### config.mk
export PLATFORM = sky130hd
export DESIGN_NAME = hsdaoh_test_source
export DESIGN_NICKNAME = d
export VERILOG_FILES = /design/src/rtl/hsdaoh_test_source.sv
export SDC_FILE = /design/constraint.sdc
export NUM_CORES = 1
export LEC_CHECK = 0
export CORE_UTILIZATION = 60
export CTS_CLUSTER_SIZE = 24
export DETAILED_ROUTE_END_ITERATION = 7
export HOLD_SLACK_MARGIN = 0.1
export PLACE_DENSITY = 0.94
export SLEW_MARGIN = 15
export SYNTH_ARGS = -nofsm -noshare
export SYNTH_HDL_FRONTEND = slang
export SYNTH_SLANG_ARGS = --single-unit
export TNS_END_PERCENT = 30
### constraint.sdc
create_clock -name clk_data -period 4.35 [get_ports clk_data]
set_input_delay 0.6525 -clock clk_data [delete_from_list [all_inputs] [get_ports clk_data]]
set_output_delay 0.6525 -clock clk_data [all_outputs]
set_load 0.05 [all_outputs]
### src/rtl/hsdaoh_test_source.sv
// Test-pattern source for the hsdaoh capture path: emits one 16-bit word per
// programmable tick into the async FIFO, dropping (and counting) words when it is full.
module hsdaoh_test_source #(
    parameter int          RATE_W    = 8,
    parameter logic [15:0] CONST_VAL = 16'hA5A5,
    parameter logic [15:0] LFSR_SEED = 16'hACE1
) (
    input  logic              clk_data,
    input  logic              rst,
    input  logic              enable,
    input  logic [1:0]        mode,
    input  logic [RATE_W-1:0] rate_div,
    input  logic              clear_ovf,
    input  logic              fifo_full,
    output logic              fifo_wr_en,
    output logic [15:0]       fifo_data,
    output logic [15:0]       overflow_cnt,
    output logic              overflow_sticky
);

    typedef enum logic [1:0] {
        MODE_CNT   = 2'd0,
        MODE_PRBS  = 2'd1,
        MODE_WALK  = 2'd2,
        MODE_CONST = 2'd3
    } mode_e;

    function automatic logic [15:0] sat_inc(input logic [15:0] v);
        return (v == 16'hFFFF) ? v : v + 16'd1;
    endfunction

    function automatic logic [15:0] lfsr_next(input logic [15:0] v);
        return {v[14:0], v[15] ^ v[13] ^ v[12] ^ v[10]};
    endfunction

    logic [RATE_W-1:0] rc_q, rc_d;
    logic [15:0]       cnt_q, cnt_d;
    logic [15:0]       lfsr_q, lfsr_d;
    logic [15:0]       walk_q, walk_d;
    logic              wr_en_q, wr_en_d;
    logic [15:0]       data_q, data_d;
    logic [15:0]       ovf_cnt_q, ovf_cnt_d;
    logic              ovf_sticky_q, ovf_sticky_d;

    logic              tick;
    logic              drop;
    logic [15:0]       sel_word;

    // >= (not ==) so that lowering rate_div below the running count fires at once
    assign tick = enable && (rc_q >= rate_div);
    assign drop = tick && fifo_full;

    always_comb begin
        sel_word = cnt_q;
        case (mode_e'(mode))
            MODE_CNT:   sel_word = cnt_q;
            MODE_PRBS:  sel_word = lfsr_q;
            MODE_WALK:  sel_word = walk_q;
            MODE_CONST: sel_word = CONST_VAL;
            default:    sel_word = cnt_q;
        endcase
    end

    // Tick timing and generators: every generator advances on every tick
    always_comb begin
        rc_d   = rc_q;
        cnt_d  = cnt_q;
        lfsr_d = lfsr_q;
        walk_d = walk_q;
        if (tick) begin
            rc_d   = '0;
            cnt_d  = cnt_q + 16'd1;
            lfsr_d = lfsr_next(lfsr_q);
            walk_d = {walk_q[14:0], walk_q[15]};
        end else if (enable) begin
            rc_d = rc_q + RATE_W'(1);
        end
    end

    // Write port and overflow bookkeeping; a dropped word still consumes a generator step
    always_comb begin
        wr_en_d      = tick && !fifo_full;
        data_d       = (tick && !fifo_full) ? sel_word : data_q;
        ovf_cnt_d    = ovf_cnt_q;
        ovf_sticky_d = ovf_sticky_q;
        if (clear_ovf) begin
            ovf_cnt_d    = drop ? 16'd1 : 16'd0;
            ovf_sticky_d = drop;
        end else if (drop) begin
            ovf_cnt_d    = sat_inc(ovf_cnt_q);
            ovf_sticky_d = 1'b1;
        end
    end

    always_ff @(posedge clk_data) begin
        if (rst) begin
            rc_q         <= '0;
            cnt_q        <= 16'h0000;
            lfsr_q       <= LFSR_SEED;
            walk_q       <= 16'h0001;
            wr_en_q      <= 1'b0;
            data_q       <= 16'h0000;
            ovf_cnt_q    <= 16'h0000;
            ovf_sticky_q <= 1'b0;
        end else begin
            rc_q         <= rc_d;
            cnt_q        <= cnt_d;
            lfsr_q       <= lfsr_d;
            walk_q       <= walk_d;
            wr_en_q      <= wr_en_d;
            data_q       <= data_d;
            ovf_cnt_q    <= ovf_cnt_d;
            ovf_sticky_q <= ovf_sticky_d;
        end
    end

    assign fifo_wr_en      = wr_en_q;
    assign fifo_data       = data_q;
    assign overflow_cnt    = ovf_cnt_q;
    assign overflow_sticky = ovf_sticky_q;

endmodule
==> impl_metrics.tcl, run 1 <==
set metrics [dict create \
    drive_gt1_share_pct 6.960 \
    power.total_mw 1.465 \
    syn_avg_cell_area_um2 8.378 \
    htreeDepth 3 \
    finalNetCount 567 \
    crit_type "primary input to register" \
    postCtsSetupBuffers 0 \
    numCtsBuffers 9 \
    grt_util_all_layers_pct 28.04 \
    yosys_warnings 0 \
    reg2reg_from "rc_q[2]" \
    globalplace.congestion 0.8299 \
    cts-root-buf "clkbuf_8" \
    end_kind "register" \
    routed_wirelength_um 9919 \
    first_pass_iters 5 \
    drc 0 \
    relSlewSlack_pct 32.63 \
    yosysTopAreaCell "dfxtp_1" \
    min_to "walk_q[8]" \
    num_antenna_cells 0 \
    fin_worst_skew_ns 0.01192 \
    rrSetupSlack_ns 1.63 \
    placed_cell_area_um2 4777 \
    cts_sinks 90 \
    clock_latency_ns 0.36 \
    die_y_um 86.88 \
    place_hpwl_um 6638 \
    hold_class "register to register" \
    p_leak_nw 1.681 \
    min_path_cells 2 \
    required_ns 4.62 \
    dieArea_um2 7548 \
    netlist_area_um2 4323 \
    grt_pass1_wl_um 16690 \
    ir_worst_vdd_mv 0.2793 \
    start_kind "primary input" \
    async_flop_share_pct 0 \
    portBuffers 48 \
    synth_cell_type_count 48 \
    clock_path_buffers 2 \
    num_vias 3980 \
    ys_seq_elements 90 \
    avgViaCountPerCell 6.199 \
    r2r_cells 7 \
    synthesis.nets 542 \
    layout_worst_path_cycle_share_pct 72.28 \
    ios 49 \
    grt-ovfl-total 0 \
    maxCapViolCount 0 \
    synth_flop_cell "dfxtp_1" \
    grt_antenna_before_repair 0 \
    rows 30 \
    power.density_nw_per_um2 294.6 \
    cts_hold_buf 0 \
    area_delta_synth_final_pct 15.05 \
    grt_max_degree 66 \
    r2r_end "fifo_data[0]" \
    path_clk_slew_ns 0.10 \
    fin_area_um2 4974 \
    synth_edf_count 0 \
    hold-worst-slack_ns 0.4701 \
    tritoncts "yes" \
    core-area_um2 6869 \
    grt_pass1_vias 3666 \
    routedWlPerCell_um 15.45 \
    fin_crit_ns 3.144 \
    finalHoldViolCount 0 \
    totalNegativeSetupSlack_ns 0 \
    die_w_um 86.88 \
    drt_iter0_drc 244 \
    cts_resized 0 \
    min_from "walk_q[7]" \
    final_util_pct 72.40 \
    status "completed" \
    final_antenna_net_count 0 \
    drv_slew 0 \
    synth_top_area_share_pct 41.68 \
    ys_top_cells_by_area "dfxtp_1 42%, a21oi_1 7.8%, nand2_1 7.0%, o31ai_1 3.8%, or4_1 3.3%" \
    setup_viol 0 \
    crit_fanout 65 \
    rsz0062_at_grt "false" \
    synthCells 516 \
    arrival_ns 3.42 \
    fmax_ghz 0.3181 \
    tightest_slew_ns 1.007 \
    seq_area_frac_synth_pct 41.68 \
    start_util_pct 62.93 \
]
-- synthesized netlist by cell type (2+ instances only) --
cell       instances
a2111oi_0          8
a211o_1            2
a21oi_1           67
a31oi_1            3
and2_1             4
and3_1             2
and4_1             3
buf_2              9
buf_4              4
buf_6              3
clkbuf_1          20
dfxtp_1           90
ha_1              11
inv_1             14
mux2_2             8
mux2i_1            9
nand2_1           81
nand2b_1           4
nand3_1           13
nand3b_1           8
nand4_1            7
nor2_1            24
nor3_1            13
o211ai_1           2
o21ai_0           14
o22ai_1            8
o31ai_1           22
o31ai_2            3
or3_1             14
or4_1             19
xnor2_1            7
xor2_1             4
-- cell type report --
cell class,instances,area [um2]
clock buffer,11,151.4
inverter,14,52.55
timing repair buffer,52,518.0
multi-input combinational,374,2285
tap,96,120.1
clock inverter,5,45.04
sequential,90,1802
fill,509,1896
-- how the worst max path moves through the flow --
stage | from | end | slack, ns | cells past startpoint
CTS | rate_div[2] | fifo_data[0] | 1.25 | 9
detailed placement | rate_div[2] | fifo_data[0] | 0.91 | 9
global route | rate_div[2] | fifo_data[0] | 1.03 | 9
floorplan | rate_div[2] | lfsr_q[0] | 2.00 | 9
global placement | rate_div[2] | overflow_cnt[14] | 1.06 | 9
finish | rate_div[2] | fifo_data[0] | 1.21 | 9
-- worst max-delay path: stages --
cell and delay [ns]:
clkdlybuf4s50_1 0.46, inv_1 0.04, ha_1 0.30, a211o_1 0.29, a31oi_1 0.33, o31a_4 0.59, buf_4 0.34, o21ai_0 0.15
a21oi_1 0.26
-- cell families after synthesis --
kind of cell | Yosys count | synth area share [%]
AO/OA/AOI/OAI | 136 | 19.65
XOR/XNOR | 11 | 2.229
adder cells (fa/ha/maj) | 11 | 3.184
buffers and inverters | 52 | 5.673
flip-flops | 90 | 41.68
multiplexers | 17 | 4.168
AND/OR/NAND/NOR | 199 | 23.42
-- metrics by stage --
stage	instances	setup WS (ns)
floorplan	516	2.002
global placement	626	1.059
detailed placement	626	0.9063
CTS	642	1.250
global route	642	1.032
finish	642	1.206
-- report_power, final --
group / internal [mW] / leakage (nW) / switching (mW)
Clock: 0.248 / 0.0985 / 0.310
Combinational: 0.0290 / 0.857 / 0.0484
Sequential: 0.826 / 0.725 / 0.00361
Total: 1.10 / 1.68 / 0.362
-- cell usage in the layout (no fill, tap or decap), types with 9 or more instances in the layout --
cell type,synthesis,layout
or4_1,19,19
o31ai_1,22,22
nor3_1,13,13
mux2i_1,9,9
ha_1,11,11
dfxtp_1,90,90
a21oi_1,67,67
o21ai_0,14,14
clkbuf_8,0,11
inv_1,14,14
or3_1,14,14
nor2_1,24,24
clkdlybuf4s50_1,0,47
nand3_1,13,13
nand2_1,81,81
-- metal layers --
layer  track usage [%]  wire length (um)  share of wire [%]  vias up
li1                  -                 -                  -     1921
met1             35.51              4347                 44     1900
met2             47.32              4789                 48      137
met3             5.024               540                5.4       22
met4             11.21               242                2.4        0
met5                 0                 0                  0        -
-- registers in the layout (all words and copies together), names as in the netlist --
name	count
cnt_q	16
fifo_data	16
lfsr_q	16
overflow_cnt	16
walk_q	16
rc_q	8
fifo_wr_en	1
overflow_sticky	1
No activity file was read; power rests on OpenSTA's default activity.
==> run 2, diff against run 1 <==
--- a/config.mk
+++ b/config.mk
@@ -5,11 +5,11 @@
 export SDC_FILE = /design/constraint.sdc
 export NUM_CORES = 1
 export LEC_CHECK = 0
-export CORE_UTILIZATION = 60
+export CORE_UTILIZATION = 51
 export CTS_CLUSTER_SIZE = 24
 export DETAILED_ROUTE_END_ITERATION = 7
 export HOLD_SLACK_MARGIN = 0.1
-export PLACE_DENSITY = 0.94
+export PLACE_DENSITY = 0.86
 export SLEW_MARGIN = 15
 export SYNTH_ARGS = -nofsm -noshare
 export SYNTH_HDL_FRONTEND = slang
==> constraint.sdc (replaced) <==
create_clock -name clk_data -period 2.8 [get_ports clk_data]
set_input_delay 0.42 -clock clk_data [delete_from_list [all_inputs] [get_ports clk_data]]
set_output_delay 0.42 -clock clk_data [all_outputs]
set_load 0.05 [all_outputs]
==> run 2 against run 1 <==
- sequential share of layout area decreased by 0.61 points
- non-clock buffer count increased by 10
- hold slack got worse by 0.00059 ns
- sequential power increased by 55%
- clock skew increased by 0.0010 ns
- die area increased by 17%
- count of clock-buffer cells in the layout increased by 1
- power increased by 52%
- first-iteration DRC count increased by 7.8%
- critical endpoint is now rc_q[6]
- largest cell class unchanged
==> impl_metrics.tcl, run 2 (synthesized netlist as in run 1, its figures left out) <==
set metrics [dict create \
    final_antenna_net_count 0 \
    routed_wirelength_um 10010 \
    drive_gt1_share_pct 8.288 \
    r2r_cells 8 \
    final_common_cell "dfxtp_1" \
    rows 33 \
    tritoncts "yes" \
    relSlewSlack_pct 60.57 \
    hold-worst-slack_ns 0.4695 \
    dieArea_um2 8848 \
    p_leak_nw 1.734 \
    fin_area_um2 5059 \
    cts-root-buf "clkbuf_8" \
    nFillCells 695 \
    p_switching_mw 0.5253 \
    fmax_ghz 0.4126 \
    avgViaCountPerCell 5.991 \
    cts_sinks 90 \
    tightest_slew_ns 0.5766 \
    path_clk_slew_ns 0.09 \
    min_from "lfsr_q[3]" \
    fin_crit_ns 2.424 \
    grt_antenna_before_repair 0 \
    rrSetupSlack_ns 0.47 \
    fin_worst_skew_ns 0.01296 \
    crit_fanout 20 \
    hold_class "register to register" \
    cts_hold_buf 0 \
    drc 0 \
    placed_cell_area_um2 4888 \
    start_kind "primary input" \
    arrival_ns 2.72 \
    htreeDepth 3 \
    clock_path_buffers 2 \
    final_cell_mix "90 x dfxtp_1, 81 x nand2_1, 67 x a21oi_1" \
    power.total_mw 2.222 \
    routedWlPerCell_um 15.16 \
    clock_latency_ns 0.36 \
    place_hpwl_um 7007 \
    die_y_um 94.07 \
    end_kind "register" \
    area_delta_synth_final_pct 17.02 \
    rsz0062_at_grt "false" \
    p_int_mw 1.696 \
    num_antenna_cells 0 \
    num_vias 3954 \
    drt_iter0_drc 263 \
    postCtsSetupBuffers 0 \
    setup_viol 0 \
    globalplace.congestion 0.8437 \
    min_to "lfsr_q[3]" \
    crit_type "primary input to register" \
    drv_slew 0 \
    power.density_nw_per_um2 439.2 \
    layout_worst_path_cycle_share_pct 86.56 \
    core-area_um2 8217 \
    grt_max_degree 37 \
    finalNetCount 577 \
    grt_pass1_vias 3638 \
    grt_util_all_layers_pct 23.15 \
    first_pass_iters 4 \
    grt-ovfl-total 0 \
    seq_area_um2 1802 \
    p_seq_share_pct 58.0 \
    start_util_pct 52.61 \
    status "completed" \
    r2r_end "fifo_data[9]" \
    finalHoldViolCount 0 \
    multi_input_area_um2 2285 \
    grt_pass1_wl_um 16330 \
    fin_ws_ns 0.3764 \
    reg2reg_from "rc_q[0]" \
    numCtsBuffers 9 \
    required_ns 3.10 \
    min_path_cells 2 \
    cts_resized 0 \
    die_w_um 94.07 \
    ios 49 \
    maxCapViolCount 0 \
    preCtsSetupSlack_ns -0.02095 \
    portBuffers 48 \
    p_sw_share_pct 23.64 \
    combPwrFrac_pct 5.6 \
    clkPwrFrac_pct 36.4 \
    ir_worst_vdd_mv 0.2913 \
]
[run 2: through the flow]
step / TNS (ns) / instances / util (%)
2_1_floorplan: 0 / 516 / -
3_3_place_gp: 0 / 645 / 59.49
3_5_place_dp: -0.1038 / 645 / 59.49
4_1_cts: 0 / 660 / 61.57
5_1_grt: 0 / 660 / 61.57
6_report: 0 / 660 / 61.57
[run 2: worst max-delay path, cell delays in order]
cell and delay [ns]:
clkdlybuf4s50_1 0.45, inv_1 0.04, ha_1 0.29, a211o_1 0.29
a31oi_1 0.35, o31a_4 0.26, buf_4 0.24, nand2b_1 0.22
nor2_1 0.15
[run 2: metal layers]
layer | vias up | share of wire [%] | global-route usage, %
li1 | 1936 | - | -
met1 | 1890 | 43 | 27.91
met2 | 120 | 51 | 41.30
met3 | 8 | 4.9 | 4.854
met4 | 0 | 0.79 | 6.410
met5 | - | 0 | 0
[run 2: final cells by class]
class | instances | share of cell area (%)
timing repair buffer | 62 | 12.22
clock buffer | 12 | 3.067
clock inverter | 3 | 0.2968
inverter | 14 | 1.039
multi-input combinational | 374 | 45.16
sequential | 90 | 35.62
tap | 105 | 2.597
[run 2: worst max path at each step]
stage | startpoint | end | cells after the start
finish | rate_div[2] | rc_q[6] | 9
CTS | rate_div[2] | rc_q[0] | 9
detailed placement | rate_div[2] | rc_q[2] | 9
global route | rate_div[2] | rc_q[0] | 9
floorplan | overflow_cnt[0] | overflow_cnt[10] | 7
global placement | rate_div[2] | rc_q[2] | 9
[run 2: power by group through the flow]
stage / sequential, mW / clock (mW) / combinational, mW
global route: 1.29 / 0.864 / 0.135
finish: 1.29 / 0.808 / 0.124
global placement: 1.32 / 0 / 0.119
detailed placement: 1.32 / 0 / 0.123
floorplan: 1.32 / 0 / 0.0789
CTS: 1.29 / 0.816 / 0.123
==> run 3, diff against run 2 <==
--- a/config.mk
+++ b/config.mk
@@ -10,6 +10,7 @@
 export DETAILED_ROUTE_END_ITERATION = 7
 export HOLD_SLACK_MARGIN = 0.1
 export PLACE_DENSITY = 0.86
+export SKIP_LAST_GASP = 1
 export SLEW_MARGIN = 15
 export SYNTH_ARGS = -nofsm -noshare
 export SYNTH_HDL_FRONTEND = slang
==> results of run 3 <==
No change in the layout: final DEF, timing and power equal those of run 2.
